**src/rtl/four_bit_xor_checksum.sv**
```systemverilog
// four_bit_xor_checksum
// Frame-level checksum accumulator fed by the four_bit_xor2 nibble stream.
// XOR-folds a frame of nibbles into one 4-bit checksum. It reports the frame
// length, the checksum parity and a length-error flag. The result is held
// until the consumer accepts it.
//
// Ports:
//   clk        rising-edge clock
//   rst        synchronous active-high reset
//   x          input nibble
//   in_valid   x / in_last valid this cycle
//   in_last    current nibble closes the frame
//   in_ready   block accepts a nibble this cycle
//   sum        XOR of all nibbles of the frame (0 unless sum_valid)
//   len        number of nibbles in the frame (0 unless sum_valid)
//   parity     ^sum (0 unless sum_valid)
//   len_err    frame force-closed at MAX_NIBBLES (0 unless sum_valid)
//   sum_valid  result outputs valid
//   out_ready  consumer accepts the result this cycle
module four_bit_xor_checksum #(
   parameter int MAX_NIBBLES = 8
) (
   input  logic       clk,
   input  logic       rst,
   input  logic [3:0] x,
   input  logic       in_valid,
   input  logic       in_last,
   output logic       in_ready,
   output logic [3:0] sum,
   output logic [3:0] len,
   output logic       parity,
   output logic       len_err,
   output logic       sum_valid,
   input  logic       out_ready
);

   localparam logic [3:0] MAX_CNT = 4'(MAX_NIBBLES);

   typedef enum logic [1:0] {IDLE, ACCUM, HOLD} state_t;

   state_t     state, state_nxt;
   logic [3:0] acc, acc_nxt;
   logic [3:0] cnt, cnt_nxt;
   logic       err, err_nxt;
   logic       accept;

   always_ff @(posedge clk) begin
      if (rst) begin
         state <= IDLE;
         acc   <= '0;
         cnt   <= '0;
         err   <= 1'b0;
      end else begin
         state <= state_nxt;
         acc   <= acc_nxt;
         cnt   <= cnt_nxt;
         err   <= err_nxt;
      end
   end

   // Handshake outputs are decoded from the state register only. This keeps
   // in_valid and x off every combinational path to an output.
   always_comb begin
      in_ready  = (state != HOLD);
      sum_valid = (state == HOLD);
      accept    = in_valid & in_ready;
      state_nxt = state;
      acc_nxt   = acc;
      cnt_nxt   = cnt;
      err_nxt   = err;
      unique case (state)
         IDLE: begin
            if (accept) begin
               acc_nxt = x;
               cnt_nxt = 4'd1;
               err_nxt = 1'b0;
               state_nxt = (in_last || MAX_CNT == 4'd1) ? HOLD : ACCUM;
            end
         end
         ACCUM: begin
            if (accept) begin
               acc_nxt = acc ^ x;
               cnt_nxt = cnt + 4'd1;
               if (in_last) begin
                  state_nxt = HOLD;
                  err_nxt   = 1'b0;
               end else if (cnt + 4'd1 == MAX_CNT) begin
                  // Frame hit its length limit without in_last: close it and flag it.
                  state_nxt = HOLD;
                  err_nxt   = 1'b1;
               end
            end
         end
         HOLD: begin
            if (out_ready) state_nxt = IDLE;
         end
         default: state_nxt = IDLE;
      endcase
   end

   // Result outputs read as zero outside HOLD.
   always_comb begin
      sum     = sum_valid ? acc : 4'd0;
      len     = sum_valid ? cnt : 4'd0;
      len_err = sum_valid & err;
      parity  = sum_valid & (^acc);
   end

endmodule

```
**config.mk**
```make
export PLATFORM = sky130hd
export DESIGN_NAME = four_bit_xor_checksum
export DESIGN_NICKNAME = d
export VERILOG_FILES = /design/src/rtl/four_bit_xor_checksum.sv
export SDC_FILE = /design/constraint.sdc
export NUM_CORES = 1
export LEC_CHECK = 0
export ABC_AREA = 1
export CORE_MARGIN = 2
export CORE_UTILIZATION = 43
export DETAILED_ROUTE_END_ITERATION = 6
export GPL_ROUTABILITY_DRIVEN = 0
export GPL_TIMING_DRIVEN = 0
export HOLD_SLACK_MARGIN = 0.15
export PLACE_DENSITY = 0.76
export SLEW_MARGIN = 0
export SYNTH_ARGS = -nofsm -noshare
export SYNTH_HDL_FRONTEND = slang
export SYNTH_SLANG_ARGS = --single-unit
```
**constraint.sdc**
```tcl
create_clock -name clk -period 1.4 [get_ports clk]
set_clock_uncertainty 0.2 [all_clocks]
set_input_delay 0.28 -clock clk [delete_from_list [all_inputs] [get_ports clk]]
set_output_delay 0.28 -clock clk [all_outputs]
set_load 0.01 [all_outputs]
```
[Word level (Yosys, flattened, before mapping)]
Index checks and enable logic that the tools add are counted.
Storage, ports and cells
  bits in registers: 11
  output and inout bits: 12
Cells by class
  add/subtract/negate cells: 1
  eq/ne operators: 8
  multiplexer cells: 20
  bitwise operators: 4
  reductions and logical operators: 6
Operators with widths (number)
  $mux 4: 6
  $pmux 4 s2: 2
  $mux 2: 6
  $reduce_and 4->1: 2
  $ne 2x2->1 const B: 3
  $pmux 2 s3: 1
  $add 4x1->4 const B: 1
  $eq 4x4->1 const B: 1
  $mux 1: 4
  $reduce_xor 4->1: 1
  $xor 4x4->4: 1
  $and 1x1->1: 3
  $ne 3x3->1 const B: 1
  $reduce_and 3->1: 1
  $eq 2x1->1 const B: 1
  $eq 2x2->1 const B: 1
  $logic_not 2->1: 1
  $ne 2x1->1 const B: 1
  $pmux 1 s2: 1
  $reduce_bool 2->1: 1

[Logic depth before layout (Yosys ltp)]
  depth after elaboration: 6
  depth in mapped cells: 8

[Worst setup path after synthesis]
OpenSTA, ideal clock, no wires.
  path type: register to output
  start: register state[1]
  end: output port len[0]
  data arrival time: 0.817 ns
  data required time: 0.920 ns
  slack: 0.103 ns
  cell stages (with the launch flop): 4
  cells stage by stage: dfxtp_1 nand2_2 buf_2 nor2_1
Between the ends
  cells in the longest elaborated chain, start to end: 2
RTL lines
  start: declaration: line 41  | state_t state, state_nxt;
  start signal: assignment: line 54  | state <= state_nxt;
  $eq 2x2->1: line 65  | sum_valid = (state == HOLD);
  $mux 4: line 104  | len = sum_valid ? cnt : 4'd0;
  end: declaration: line 30  | output logic [3:0] len,
Every way passes these cells.

[Final worst setup path]
  start: register state[0]
  end: output port sum[2]
Between the ends
  cells in the longest elaborated chain, start to end: 2
RTL lines
  $eq 2x2->1: line 65
  $mux 4: line 103  | sum = sum_valid ? acc : 4'd0;
  end: declaration: line 29  | output logic [3:0] sum,
Every way passes these cells.

==> metrics <==
Vias=861; RSZ-0062 raised after global routing=yes; clk slew on worst S/H paths=0.07 ns; Netlist cell types=16; total gr overflow=0; post-route cell area=1170 µm²; core area=1350 µm²; Cell Pwr Density=888.1 nW/µm²; Synth Cell Area=638.1 µm²; Syn-to-layout area delta=83.33%; Slew HR=78.70%; Nets=148; Routed WL=2512 µm; Vert. Die Dim=42.52 µm; TritonRoute pass-1 iters=4; Wirelength per Cell=16.53 µm; worst path cell trace=inv_2 > nand2_4 > buf_8 > nor2_4 > buf_6; Required @ worst endpoint=0.92 ns; CTS sink count=11; Worst-Margin Slew=0.3192 ns; Placement Setup Slack=-0.4304 ns; layout cell share with drive strength beyond 1=48.91%; Num CTS Buffers=3; global-route wire length before repair=2808 µm; Yosys top cell by area=dfxtp_1; Synth Warn #=0; Die ar.=1808 µm²; largest net degree at the start of global routing=11; period utilisation layout=115.1%; Worst VDD drop=0.0005742 V; Setup Viol. Count Final=12; syn_area_per_cell=6.381 µm²; CTS H-tree depth=1; worst-skew pair later-pin latency=0.28 ns; DRT antenna net count=0; DR iter-0 viols=33; DR vias/cell=5.664; sequential-to-total area share from yosys stat=34.51%; outcome=finished, violations left; Setup CP Type=reg -> out; final hold violation count=0; I/O Pins=21; GRT Resource Usage Total=20.60%; Seq cells post-synth=11; root buffer cell=clkbuf_4; failing checks=setup timing; Tot Pwr=0.001039 W; CP Buf/Inv Count=3; Worst Setup Start Kind=flop; Hold Path Class=reg -> reg; Initial Util=47.27%; highest fanout seen on the critical path=5; row cnt=13; final critical-path required period=1.612 ns; most frequent cells in the layout=inv_1, nand2_1, buf_6; Synth top area share=34.51%; syn nets=110; Post-DP HPWL=1103 µm; DRC viols=0; Slowest cell on crit path=dfxtp_2; Cells after Synth=100; Max stage delay on crit path=0.34 ns; CTS tree=done; Max clock buf depth=2; synth top area cells=dfxtp_1, nor2_1, inv_1; CP arrival=1.13 ns; vias in the first global route=653; CP delay by family, top=flip-flops; Antenna diodes=0; CP Capture Type=output port; # port buffers=20; Pins Over Slew Limit=0; setup ws final=-0.2120 ns; # Max-Cap Violations=0; Peak Freq=620.3 MHz; Die W=42.52 µm; initial antenna violation count=0; Leakage=0.4877 nW; dpl cell area=857.1 µm²
[worst min-delay path, stage by stage (launching register included)]
cell and delay, ns:
dfxtp_1 0.34, nand2_1 0.07, a21oi_1 0.06
[cell families after synthesis]
kind of cell	Yosys count	synth area share, %
xor+xnor	3	4.118
simple gates	49	32.55
buf+inv	20	12.55
flops	11	34.51
fa+ha+maj	1	1.960
compound gates	16	14.31
[area by class of cell]
type / count / area (µm²)
inverter: 18 / 70.07
tap: 15 / 18.77
sequential: 11 / 244.0
timing repair buffer: 33 / 309.0
multi-input combinational: 69 / 479.2
fill: 72 / 180.2
clock buffer: 4 / 26.28
buffer: 2 / 22.52
[routing by layer]
| metal | routed length [µm] | part of all wire, % | GRT usage (%) |
|---|---|---|---|
| met2 | 1293 | 51 | 32.31 |
| met5 | 0 | 0 | 0 |
| met4 | 95 | 3.8 | 10.00 |
| met3 | 176 | 7.0 | 3.017 |
| met1 | 946 | 38 | 27.44 |
[stage by stage]
stage	setup TNS [ns]	utilization (%)	hold slack, ns	std cells
floorplan	0	-	0.1491	100
global placement	-6.867	63.48	0.2481	135
detailed placement	-7.013	63.48	0.2508	135
CTS	-1.625	68.86	0.2789	144
global route	-2.446	86.65	0.3290	152
finish	-2.036	86.65	0.3131	152
[power by group]
part	switching [W]	internal, W
Sequential	0.0000312	0.000339
Clock	0.000122	0.000111
Combinational	0.000236	0.000200
[final timing paths]
kind                                            start                     to  slack [ns]  depth (start not counted)
worst max-delay path            state[0]$_SDFFE_PP0P_                 sum[2]       -0.21                          5
worst min-delay path              cnt[3]$_SDFFE_PP0P_    cnt[3]$_SDFFE_PP0P_        0.31                          2
worst max register to register  state[1]$_SDFFE_PP0P_  state[0]$_SDFFE_PP0P_        0.01                          8
worst min register to register    cnt[3]$_SDFFE_PP0P_    cnt[3]$_SDFFE_PP0P_        0.31                          2
[what timing repair did]
action,4_1_cts,5_1_grt
gates resized for setup,73,48
gates cloned,1,1
endpoints found under the setup margin,15,23
setup buffers,4,7
pin swaps,5,7
hold buffers,0,0
[flip-flops by register name, indices dropped and copies added (netlist names)]
register,count
acc,4
cnt,4
err,1
state,2
[synth_stat cells, drive strengths merged]
cell,n
nand4,5
nand3,5
and2,1
nor2,19
a22oi,4
inv,18
o21ai,4
ha,1
nand2,19
dfxtp,11
o22ai,1
xnor2,3
buf,2
a21oi,7
No activity file was read; power rests on OpenSTA's default activity.
